## config.mk

```make
export PLATFORM = sky130hd
export DESIGN_NAME = aidc_lite_decomp_wr_arb
export DESIGN_NICKNAME = d
export VERILOG_FILES = /design/src/rtl/aidc_lite_decomp_wr_arb.sv
export SDC_FILE = /design/constraint.sdc
export NUM_CORES = 1
export LEC_CHECK = 0
export BUFFER_PORTS_ARGS = -buffer_cell sky130_fd_sc_hd__buf_2
export CORE_ASPECT_RATIO = 1.1
export CORE_UTILIZATION = 35
export DETAILED_ROUTE_END_ITERATION = 12
export PLACE_DENSITY = 0.63
export SYNTH_ARGS = -nofsm -noshare
export SYNTH_HDL_FRONTEND = slang
export SYNTH_SLANG_ARGS = --single-unit
```

## constraint.sdc

```tcl
create_clock -name clk -period 4.16 [get_ports clk]
set_input_delay 0 -clock clk [delete_from_list [all_inputs] [get_ports clk]]
set_output_delay 0 -clock clk [all_outputs]
set_load 0.005 [all_outputs]
```

## src/rtl/aidc_lite_decomp_wr_arb.sv

```systemverilog
// Round-robin write-port arbiter for the shared decompression output buffer.
// Drives one registered buffer write port and tracks per-block written entries.
module aidc_lite_decomp_wr_arb #(
  parameter int NUM_REQ    = 3,
  parameter int ADDR_WIDTH = 4,
  parameter int DATA_WIDTH = 64
) (
  input  logic                          clk,
  input  logic                          rst_n,
  input  logic [NUM_REQ-1:0]            req_valid_i,
  input  logic [NUM_REQ*ADDR_WIDTH-1:0] req_addr_i,
  input  logic [NUM_REQ*DATA_WIDTH-1:0] req_data_i,
  output logic [NUM_REQ-1:0]            req_ready_o,
  input  logic                          block_start_i,
  output logic                          buf_wren_o,
  output logic [ADDR_WIDTH-1:0]         buf_waddr_o,
  output logic [DATA_WIDTH-1:0]         buf_wdata_o,
  output logic [2**ADDR_WIDTH-1:0]      wr_map_o,
  output logic                          block_full_o,
  output logic                          dup_err_o,
  output logic [NUM_REQ-1:0]            dup_src_o
);

  localparam int PTR_W = (NUM_REQ > 1) ? $clog2(NUM_REQ) : 1;
  localparam int DEPTH = 2**ADDR_WIDTH;

  logic [PTR_W-1:0]      ptr;
  logic [PTR_W-1:0]      next_ptr;
  logic [PTR_W-1:0]      grant_idx;
  logic [NUM_REQ-1:0]    grant;
  logic                  found;
  logic                  accept;
  logic [ADDR_WIDTH-1:0] sel_addr;
  logic [DATA_WIDTH-1:0] sel_data;
  logic [DEPTH-1:0]      map_next;
  logic                  is_dup;

  // Base is always below NUM_REQ, so one conditional subtract implements the wrap.
  function automatic logic [PTR_W-1:0] wrap_idx(input logic [PTR_W-1:0] base, input int off);
    int s;
    s = int'(base) + off;
    if (s >= NUM_REQ) s = s - NUM_REQ;
    return PTR_W'(s);
  endfunction

  // NOTE: every variable driven here gets a default first so no latch is inferred.
  always_comb begin
    found     = 1'b0;
    grant_idx = '0;
    for (int off = 0; off < NUM_REQ; off++) begin
      if (!found && req_valid_i[wrap_idx(ptr, off)]) begin
        found     = 1'b1;
        grant_idx = wrap_idx(ptr, off);
      end
    end
    grant = found ? (NUM_REQ'(1) << grant_idx) : '0;
  end

  assign req_ready_o = grant;
  assign accept      = found;
  assign next_ptr    = (grant_idx == PTR_W'(NUM_REQ - 1)) ? '0 : grant_idx + 1'b1;

  // One-hot grant selects the winning slice; data of losers never reaches the port.
  always_comb begin
    sel_addr = '0;
    sel_data = '0;
    for (int i = 0; i < NUM_REQ; i++) begin
      if (grant[i]) begin
        sel_addr = req_addr_i[i*ADDR_WIDTH +: ADDR_WIDTH];
        sel_data = req_data_i[i*DATA_WIDTH +: DATA_WIDTH];
      end
    end
  end

  // A block start wipes the old map first, so an accept in the same cycle is never a duplicate.
  always_comb begin
    map_next = block_start_i ? '0 : wr_map_o;
    is_dup   = accept && !block_start_i && wr_map_o[sel_addr];
    if (accept) map_next[sel_addr] = 1'b1;
  end

  // NOTE: sequential state uses non-blocking assignments so all registers update together.
  always_ff @(posedge clk or negedge rst_n) begin
    if (!rst_n) begin
      ptr <= '0;
    end else if (accept) begin
      ptr <= next_ptr;
    end
  end

  // NOTE: the write data register is reset too, because every output must read 0 out of reset.
  always_ff @(posedge clk or negedge rst_n) begin
    if (!rst_n) begin
      buf_wren_o  <= 1'b0;
      buf_waddr_o <= '0;
      buf_wdata_o <= '0;
    end else begin
      buf_wren_o <= accept;
      if (accept) begin
        buf_waddr_o <= sel_addr;
        buf_wdata_o <= sel_data;
      end
    end
  end

  always_ff @(posedge clk or negedge rst_n) begin
    if (!rst_n) begin
      wr_map_o     <= '0;
      block_full_o <= 1'b0;
      dup_err_o    <= 1'b0;
      dup_src_o    <= '0;
    end else begin
      wr_map_o     <= map_next;
      block_full_o <= &map_next;
      if (block_start_i) begin
        dup_err_o <= 1'b0;
        dup_src_o <= '0;
      end else if (is_dup) begin
        dup_err_o <= 1'b1;
        if (!dup_err_o) dup_src_o <= grant;
      end
    end
  end

endmodule

```

# Word level (Yosys, flattened, before mapping)
# Cells that the tools add are included.
[classes]
order_cmp = 8
n_bitwise = 1
n_shift = 1
reduce_logical = 11
add_sub_neg = 6
n_eq_ne = 2
muxes = 34
[ops]
columns = ["cell", "count"]
rows = [
  ["$mux W64", 3],
  ["$mux W16", 2],
  ["$or A16 B16 Y16", 1],
  ["$reduce_and A16 Y1", 1],
  ["$mux W2", 7],
  ["$mux W3", 4],
  ["$mux W4", 3],
  ["$mux W1", 10],
  ["$lt A2 B3 Y1 const B", 3],
  ["$bmux W1 S2", 3],
  ["$ge A3 B2 Y1 const B", 2],
  ["$sub A2 B2 Y2 const B", 3],
  ["$logic_and A1 B1 Y1", 5],
  ["$lt A4 B5 Y1 const B", 1],
  ["$bmux W1 S4", 1],
  ["$demux W1 S4", 1],
  ["$ge A4 B1 Y1 const B", 1],
  ["$add A2 B1 Y3 const B", 1],
  ["$add A2 B2 Y3 const B", 1],
  ["$logic_not A1 Y1", 3],
  ["$shl A1 B2 Y3 const A", 1],
  ["$add A2 B1 Y2 const B", 1],
  ["$eq A2 B2 Y1 const B", 1],
  ["$ge A2 B2 Y1 const B", 1],
  ["3 further kinds", 3],
]
[totals]
input_bits = 210
regBits = 92
out_inout_bits = 93
word_cells = 71

# Longest topological paths before layout
# Gate-level depths: netlist (run 1).
[depth]
word_depth = 23
depth_mapped = 15

# Worst setup path after synthesis (run 1)
# No wires, ideal clock.
[synth_timing]
path_type = "register -> register"
from = "register ptr[0]"
to = "register dup_src_o[1]"
t_required_ps = 4082
path_slack_ps = 905
synth_period_minus_slack_ps = 3255
path_stages_with_launch = 15
t_arrival_ps = 3177
cell_sequence = "dfrtp_1 -> inv_1 -> ha_1 -> or2_1 -> a32oi_1 -> and3_1 -> buf_2 -> inv_1 -> o211ai_2 -> a31oi_1 -> and2_1 -> a221o_1 -> o211a_1 -> or3_1 -> a21oi_1"
[synth_rtl]
columns = ["item", "line", "rtl"]
rows = [
  ["start: declaration", "27", "logic [PTR_W-1:0] ptr;"],
  ["start signal: assignment", "87", "ptr <= next_ptr;"],
  ["parallel branches: the longest is 10 deep, another holds $add A2 B1 Y3", "n/a", ""],
  ["$mux W1 *", "51", "if (!found && req_valid_i[wrap_idx(ptr, off)]) begin"],
  ["named net accept", "32", "logic accept;"],
  ["$mux W3", "56", "grant = found ? (NUM_REQ'(1) << grant_idx) : '0;"],
  ["$mux W4 (3 in a row)", "68", "if (grant[i]) begin"],
  ["$bmux W1 S4", "78", "is_dup = accept && !block_start_i && wr_map_o[sel_addr];"],
  ["$mux W1 (not written as such)", "78", ""],
  ["$logic_and A1 B1 Y1", "78", ""],
  ["$reduce_bool A2 Y1 (no line)", "n/a", ""],
  ["$reduce_and A2 Y1 (no line)", "n/a", ""],
  ["end signal: assignment", "120", "if (!dup_err_o) dup_src_o <= grant;"],
  ["end: declaration", "21", "output logic [NUM_REQ-1:0] dup_src_o"],
]
# Mark *: on every way through the listed nets, which the timed path passes. The select of a mux whose other input is x is not followed.
# A chain may end at the register's enable or synchronous reset.

# Final worst setup path (run 1)
[layout_timing]
from = "register ptr[0]"
to = "register dup_src_o[1]"
[layout_via]
elab_chain_cells = 21
[layout_lines]
columns = ["item"]
rows = [
  ["parallel branches: the longest is 21 deep, another holds $add A2 B1 Y3"],
]
# Parallel ways; which one is timed is not known. The select of a mux whose other input is x is not followed.

==> results of run 1 <==
metal layers:
metal	share of wire [%]	GRT usage, %
met1	42	28.6
met2	49	37.7
met3	6.7	3.75
met4	2.4	8.64
met5	0	0
area by class of cell:
cell class              count  area [sq um]
inverters                  22          82.6
fillers                  1529          7720
multi-input cells         488          2910
clock inverters             5          60.1
repair buffers            315          1610
clock buffers              10           239
well taps                 196           245
flip-flops and latches     92          2300
kinds of logic (layout without fill, tap and decap cells):
logic type | Yosys count | after routing | synth area share, %
muxes | 7 | 7 | 1.51
DFF | 92 | 92 | 42.1
AOI/OAI and AO/OA | 221 | 221 | 31.3
and+or+nand+nor | 256 | 256 | 19.1
buffers and inverters | 71 | 352 | 5.06
adders and majority gates | 4 | 4 | 0.916
report_power, final:
group | total (W) | switching, W | internal, W
Combinational | 0.00531 | 0.00314 | 0.00217
Sequential | 0.00162 | 0.000234 | 0.00139
Clock | 0.000830 | 0.000348 | 0.000482
tightest hold or removal path, stage by stage:
cell and delay (ns):
buf_2 0.09, nand2_1 0.04, a311oi_1 0.08, a21o_1 0.14
path summary, 6_finish.rpt:
kind	startpoint	endpoint	slack, ns	depth (start not counted)
hold reg to reg	buf_wdata_o[25]	buf_wdata_o[25]	0.47	1
min in group asynchronous	rst_n	wr_map_o[9]	0.17	2
setup / recovery	ptr[0]	dup_src_o[1]	0.40	12
setup reg to reg	ptr[0]	dup_src_o[1]	0.40	12
max in group asynchronous	rst_n	buf_wdata_o[17]	2.95	3
hold / removal	req_data_i[9]	buf_wdata_o[9]	0.05	4
cell usage in the layout (no fill, tap or decap), types with 3 or more instances in the layout:
master,Yosys,final
dfrtp_1,92,92
o31ai_1,3,3
buf_4,0,13
inv_1,22,21
nor2b_1,3,3
nor3_1,4,4
a21oi_1,15,15
a311oi_1,65,65
a211oi_1,3,3
ha_1,4,4
nor2_1,70,70
o32ai_1,3,3
and2_1,5,5
nand2b_1,4,4
a31o_2,3,3
nand2_1,153,153
and2b_1,3,3
or3_1,4,4
clkbuf_16,0,9
a32o_1,3,3
a21o_1,71,70
mux2i_1,6,6
o21ai_0,16,16
nand3_1,5,5
buf_2,2,301
a31oi_1,4,4
o22ai_1,10,10
o211ai_1,4,4
sequential cells by signal, summed over array words and instances, names as in the netlist:
signal,cells
dup_err_o,1
buf_wdata_o,64
buf_wren_o,1
dup_src_o,3
ptr,2
wr_map_o,16
block_full_o,1
buf_waddr_o,4
per-stage QoR:
step                      power [W]  worst slack (ns)  cell area [sq um]  hold WS (ns)  util, %
final                       0.00776             0.399               7450        0.0500     49.1
after floorplan             0.00542             0.905               5460        -0.296        -
after global routing        0.00848            0.0807               7450        0.0527     49.1
after detailed placement    0.00697             0.455               7140        0.0305     47.1
after CTS                   0.00784             0.408               7450        0.0400     49.1
after global placement      0.00695             0.487               7140        0.0210     47.1
==> results.cfg, run 1 <==
[outcome]
outcome = completed

[synthesis]
syn_avg_cell_area_sq_um = 8.39
async_flop_share_pct = 100
yosys.area.top_type_share_pct = 42.1
synthCells = 651
synthTopCellsByArea = dfrtp_1 (42%), nand2_1 (11%), a311oi_1 (10%)
synthDistinctLibCells = 48
synth_warnings = 0
yosysMostFrequentCell = nand2_1
syn_nets = 865
synthesis.area_sq_mm = 0.00546
yosysTopAreaCell = dfrtp_1
ys_top_cells_by_count = nand2_1 (153), dfrtp_1 (92), a21o_1 (71)
synth-seq-cells = 92
synth_edf_count = 0
synth-main-ff-cell = dfrtp_1
synth-seq-area-share_pct = 42.1

[cells_and_area]
layout-drive-gt1-share_pct = 36.8
area_growth_pct = 36.4
layout.cells.non_filler = 1128
antennaDiodeCount = 0
nets = 1142

[floorplan]
core_area_sq_mm = 0.0152
die_y_um = 133
initial_core_util_pct = 36.0
dieArea_sq_mm = 0.0161
pin_count = 303
rows = 47
die_w_um = 121

[drt]
first_pass_iters = 5
routed_via_density = 5.28
ant_nets = 0
wl_per_cell_um = 16.0
drc = 0
wirelength_mm = 18.0
num_vias = 5961
detail_route.iter0.violations = 411

[worst_setup_path]
cp_slowest_cell = dfrtp_1
cp_top_family = compound AO/OA/AOI/OAI gates
crit_top_cell = a221o_1
cp-end-kind = flop
worstPathMaxFanout = 32
cp_slowest_stage_delay_ns = 0.39
worst-path-buf-inv = 1
path_class = reg2reg
critical_path.cell_chain = inv_1 > ha_1 > or2_1 > a32oi_1 > a221o_1 > a21o_4 > a31oi_4 > and2_1 > a221o_1 > o211a_1 > or3_1 > a21oi_1
cp.required_ns = 4.43
startpoint_type = flop
arrival_ns = 4.03

[timing]
setup_tns_ns = 0
worst_pin_slew_ns = 0.790
drv_slew = 0
setup_violations = 0
relSlewSlack_pct = 46.8
rsz0062_at_grt = no
period_minus_slack_ns = 3.76
period_share_pct = 90.4
finalClockSkew_ns = 0.00749
hold_viol_final = 0
max_freq_mhz = 266

[placed_design]
port_buffers = 302
dp_hpwl_mm = 13.4
place_congestion = 0.912
dp_cells = 1112

[cts]
cts_tree = done
h-tree-depth = 3
clock_latency_ns = 0.35
clk_pin_slew_ns = 0.07
cts_setup_buffers = 0
hold_buffers = 1
root_buffer = clkbuf_16
clock_sinks = 92
cts_resized = 0
clk_path_buf_depth = 2
cts_inserted_buffers = 9

[global_route]
grt_pass1_vias = 5516
grt_pass1_wl_mm = 28.3
grt_overflow = 0
grt_max_degree = 69
grtUsageTotal_pct = 22.4
antenna_found_initial = 0

[power_and_ir_drop]
ir_drop_v = 0.000502
pwr_density_cell_mw_per_mm2 = 1040
leakage_nw = 3.93

[min_path]
hold_path.class = in2reg

[flow_run]
cap_viol_max_count = 0
Power figures use the tool's default switching activity.
==> run 2, diff against run 1 <==
Settings changed: BUFFER_PORTS_ARGS -buffer_cell sky130_fd_sc_hd__buf_2 to -buffer_cell sky130_fd_sc_hd__clkbuf_2.
==> results.cfg, run 2 (synthesis gave the netlist of run 1 again) <==
[drt]
drc = 0
first_pass_iters = 5
num_vias = 6000
detail_route.iter0.violations = 422
ant_nets = 0
wl_per_cell_um = 15.9
wirelength_mm = 17.8
routed_via_density = 5.33

[flow_run]
cap_viol_max_count = 0

[floorplan]
rows = 47
pin_count = 303
core_area_sq_mm = 0.0152
dieArea_sq_mm = 0.0161
initial_core_util_pct = 36.0
die_w_um = 121
die_y_um = 133

[cells_and_area]
seq_area_sq_mm = 0.00230
multi_input_area_sq_mm = 0.00291
top_register = buf_wdata_o
nets = 1139
final_common_cell = clkbuf_2
layout_top_registers = buf_wdata_o (64), wr_map_o (16), buf_waddr_o (4)
area_growth_pct = 36.6
largest_register_ffs = 64
antennaDiodeCount = 0
mostFrequentLayoutCells = clkbuf_2 (301), nand2_1 (153), dfrtp_1 (92), nor2_1 (70), a21o_1 (70)
layout-drive-gt1-share_pct = 36.7
fillers = 1539
layout.cells.non_filler = 1126

[timing]
period_share_pct = 91.3
setup_tns_ns = 0
finalClockSkew_ns = 0.00819
relSlewSlack_pct = 49.6
hold_viol_final = 0
drv_slew = 0
max_freq_mhz = 263
worst_pin_slew_ns = 0.756
rsz0062_at_grt = no
period_minus_slack_ns = 3.80
setup_violations = 0

[worst_setup_path]
worst-path-buf-inv = 1
cp-end-kind = flop
arrival_ns = 4.06
critical_path.cell_chain = inv_1 > ha_1 > or2_1 > a32oi_1 > a221o_1 > a21o_4 > a31oi_1 > and2_1 > a221o_1 > o211a_1 > or3_1 > a21oi_1
cp_slowest_stage_delay_ns = 0.38
cp_slowest_cell = dfrtp_1
path_class = reg2reg
startpoint_type = flop
crit_top_cell = a221o_1
cp.required_ns = 4.43
worstPathMaxFanout = 29
cp_top_family = compound AO/OA/AOI/OAI gates

[cts]
cts_setup_buffers = 0
cts_inserted_buffers = 9
clock_sinks = 92
h-tree-depth = 3
clk_pin_slew_ns = 0.07
clock_latency_ns = 0.34
clk_path_buf_depth = 2
cts_tree = done
root_buffer = clkbuf_16

[global_route]
grt_pass1_vias = 5684
grt_max_degree = 78
grt_pass1_wl_mm = 28.3
grtUsageTotal_pct = 22.2
busiest_layer = met2
met2_usage_pct = 37.6
grt_overflow = 0
grt_util_met3_pct = 2.84
met1_usage_pct = 28.1
antenna_found_initial = 0

[placed_design]
dp_hpwl_mm = 13.3
place_congestion = 0.932
port_buffers = 302
dp_cells = 1109

[power_and_ir_drop]
leakage_nw = 3.98
pwr_density_cell_mw_per_mm2 = 1050
ir_drop_v = 0.000449

[min_path]
hold_path.class = in2reg

[outcome]
outcome = completed
-- run 2: changes by cell type in the layout (fill, tap and decap cells not counted), sizes merged --
cell and change:
clkinvlp -1, clkbuf +302, buf -304, bufinv +1, inv -1, clkinv +1
-- run 2: final cells by class --
cell class	instances	share of cell area [%]
sequential	92	30.8
tap	196	3.29
timing repair buffer	312	21.3
clock buffer	11	3.39
clock inverter	5	1.11
multi-input combinational	488	39.0
inverter	22	1.11
-- run 2: path summary, 6_finish.rpt --
| check | start | to | slack, ns | cells after the start |
|---|---|---|---|---|
| setup / recovery | ptr[0] | dup_src_o[2] | 0.36 | 12 |
| hold / removal | req_data_i[49] | buf_wdata_o[49] | 0.03 | 4 |
| setup reg to reg | ptr[0] | dup_src_o[2] | 0.36 | 12 |
| hold reg to reg | buf_wdata_o[39] | buf_wdata_o[39] | 0.47 | 1 |
| max in group asynchronous | rst_n | buf_wdata_o[17] | 2.93 | 3 |
| min in group asynchronous | rst_n | wr_map_o[1] | 0.18 | 2 |
-- run 2: worst register-to-register path, stage by stage (launching register included) --
cell and delay (ns):
dfrtp_1 0.38, inv_1 0.07, ha_1 0.39, or2_1 0.27, a32oi_1 0.37, a221o_1 0.37, a21o_4 0.35, a31oi_1 0.24
and2_1 0.24, a221o_1 0.34, o211a_1 0.28, or3_1 0.31, a21oi_1 0.12
-- run 2: metrics by stage --
step | power [W] | instance area (sq um) | hold slack (ns) | worst slack, ns | util [%]
3_5_place_dp | 0.00695 | 7120 | 0.0349 | 0.266 | 46.9
6_report | 0.00782 | 7460 | 0.0336 | 0.361 | 49.2
3_3_place_gp | 0.00691 | 7120 | 0.0302 | 0.377 | 46.9
5_1_grt | 0.00853 | 7460 | 0.0398 | 0.104 | 49.2
2_1_floorplan | 0.00542 | 5460 | -0.296 | 0.905 | -
4_1_cts | 0.00789 | 7460 | 0.0231 | 0.269 | 49.2
-- run 2: report_power, final --
part / switching, W / internal, W / total (W)
registers: 0.000249 / 0.00139 / 0.00163
clock network: 0.000350 / 0.000562 / 0.000911
logic: 0.00313 / 0.00214 / 0.00527
total: 0.00373 / 0.00408 / 0.00782
-- run 2: timing repair --
item / CTS / global route
endpoints found under the setup margin: 0 / 1
hold buffers: 1 / 0
hold endpoints to repair: 43 / 0
resized for setup: 0 / 1
-- run 2: routing by layer --
layer | part of all wire, % | vias to the layer above
met2 | 49 | 270
met5 | 0 | -
met3 | 5.9 | 37
met1 | 42 | 2794
met4 | 2.6 | 0
li1 | - | 2899
==> run 3, diff against run 2 <==
Settings changed: CORE_AREA set to 2 2 117 119, CORE_ASPECT_RATIO 1.1 to not set, CORE_UTILIZATION 35 to not set, DIE_AREA set to 0 0 119 121, PLACE_DENSITY 0.63 to 0.73.
==> results.cfg, run 3 (synthesis gave the netlist of run 1 again) <==
[outcome]
outcome = completed

[cts]
cts_tree = done
clk_path_buf_depth = 2
cts_setup_buffers = 0
h-tree-depth = 3
clock_sinks = 92
clk_pin_slew_ns = 0.07
clock_latency_ns = 0.34
cts_inserted_buffers = 9
root_buffer = clkbuf_16

[cells_and_area]
largest_register_ffs = 64
layout_top_registers = buf_wdata_o (64), wr_map_o (16), buf_waddr_o (4)
final_common_cell = clkbuf_2
multi_input_area_sq_mm = 0.00291
area_growth_pct = 37.3
top_register = buf_wdata_o
nets = 1139
layout-drive-gt1-share_pct = 36.7
mostFrequentLayoutCells = clkbuf_2 (301), nand2_1 (153), dfrtp_1 (92), nor2_1 (70), a21o_1 (70)
seq_area_sq_mm = 0.00230
fillers = 1208
layout.cells.non_filler = 1106
antennaDiodeCount = 0

[timing]
period_share_pct = 91.3
setup_violations = 0
worst_pin_slew_ns = 0.956
hold_viol_final = 0
period_minus_slack_ns = 3.80
drv_slew = 0
relSlewSlack_pct = 36.3
rsz0062_at_grt = no
max_freq_mhz = 263
setup_tns_ns = 0
finalClockSkew_ns = 0.00594

[global_route]
grtUsageTotal_pct = 24.8
grt_pass1_vias = 5612
grt_pass1_wl_mm = 28.6
antenna_found_initial = 0
grt_overflow = 0
grt_max_degree = 95

[worst_setup_path]
cp_slowest_stage_delay_ns = 0.39
arrival_ns = 4.07
reg2reg_depth = 12
worstPathMaxFanout = 8
crit_top_cell = a21oi_1
cp.required_ns = 4.43
worst-r2r-setup-slack_ns = 0.36
cp-end-kind = flop
startpoint_type = flop
path_class = reg2reg
cp_slowest_cell = dfrtp_1
critical_path.cell_chain = inv_1 > ha_1 > or2_1 > a32oi_1 > a21oi_1 > o211ai_1 > a31oi_1 > and2_1 > a221o_1 > o211a_1 > or3_1 > a21oi_1

[placed_design]
place_congestion = 0.955
port_buffers = 302
dp_hpwl_mm = 13.6
dp_cells = 1089

[flow_run]
cap_viol_max_count = 0

[drt]
first_pass_iters = 5
wirelength_mm = 18.2
detail_route.iter0.violations = 476
ant_nets = 0
num_vias = 6027
drc = 0
routed_via_density = 5.45
wl_per_cell_um = 16.4

[floorplan]
pin_count = 303
rows = 42
die_w_um = 119
die_y_um = 121
initial_core_util_pct = 41.7
dieArea_sq_mm = 0.0144
core_area_sq_mm = 0.0131

[power_and_ir_drop]
leakage_nw = 4.01
pwr_density_cell_mw_per_mm2 = 1070
ir_drop_v = 0.000754

[min_path]
holdPathStages = 4
hold_path.class = in2reg
-- run 3: what timing repair did --
item / 4_1_cts / 5_1_grt
resized for setup: 0 / 0
hold endpoints to repair: 43 / 0
endpoints found under the setup margin: 0 / 0
hold buffers: 1 / 0
-- run 3: worst paths after layout --
path	from	end
hold reg to reg	buf_wdata_o[56]	buf_wdata_o[56]
hold / removal	req_data_i[119]	buf_wdata_o[55]
min in group asynchronous	rst_n	buf_wdata_o[59]
setup / recovery	ptr[0]	dup_src_o[1]
setup reg to reg	ptr[0]	dup_src_o[1]
max in group asynchronous	rst_n	wr_map_o[10]
-- run 3: area by class of cell --
type                    instances  share of cell area [%]
multi-input cells             488                    38.8
flip-flops and latches         92                    30.7
repair buffers                312                    21.2
clock buffers                  10                    3.19
well taps                     176                    2.94
clock inverters                 6                    2.12
inverters                      22                    1.10
-- run 3: per-layer routing --
layer | up-vias | share of wire, % | track usage (%)
met1 | 2854 | 43 | 32.8
met2 | 245 | 48 | 40.2
met4 | 0 | 2.2 | 9.38
met5 | - | 0 | 0
met3 | 32 | 7.2 | 5.17
li1 | 2896 | - | -
-- run 3: per-stage QoR --
| step | hold WS [ns] | utilization [%] | instance area, sq um | setup slack (ns) | total power (W) |
|---|---|---|---|---|---|
| global route | 0.0376 | 57.3 | 7500 | 0.102 | 0.00873 |
| floorplan | -0.296 | - | 5460 | 0.905 | 0.00542 |
| global placement | 0.0247 | 54.2 | 7090 | 0.570 | 0.00688 |
| finish | 0.0350 | 57.3 | 7500 | 0.362 | 0.00801 |
| detailed placement | 0.0334 | 54.2 | 7090 | 0.466 | 0.00695 |
| CTS | 0.0231 | 57.3 | 7500 | 0.422 | 0.00805 |
-- run 3: where the power goes --
| group | internal, W | total, W | switching (W) |
|---|---|---|---|
| combinational | 0.00214 | 0.00530 | 0.00316 |
| sequential | 0.00139 | 0.00164 | 0.000252 |
| clock | 0.000726 | 0.00107 | 0.000343 |
-- run 3: worst max-delay path, delay by kind of cell, from the launching register on --
| family | cells | cell delay, ns |
|---|---|---|
| AO/OA/AOI/OAI | 7 | 2.00 |
| AND/OR/NAND/NOR | 3 | 0.84 |
| flip-flops | 1 | 0.39 |
| adder cells (fa/ha/maj) | 1 | 0.39 |
| buffers and inverters | 1 | 0.08 |
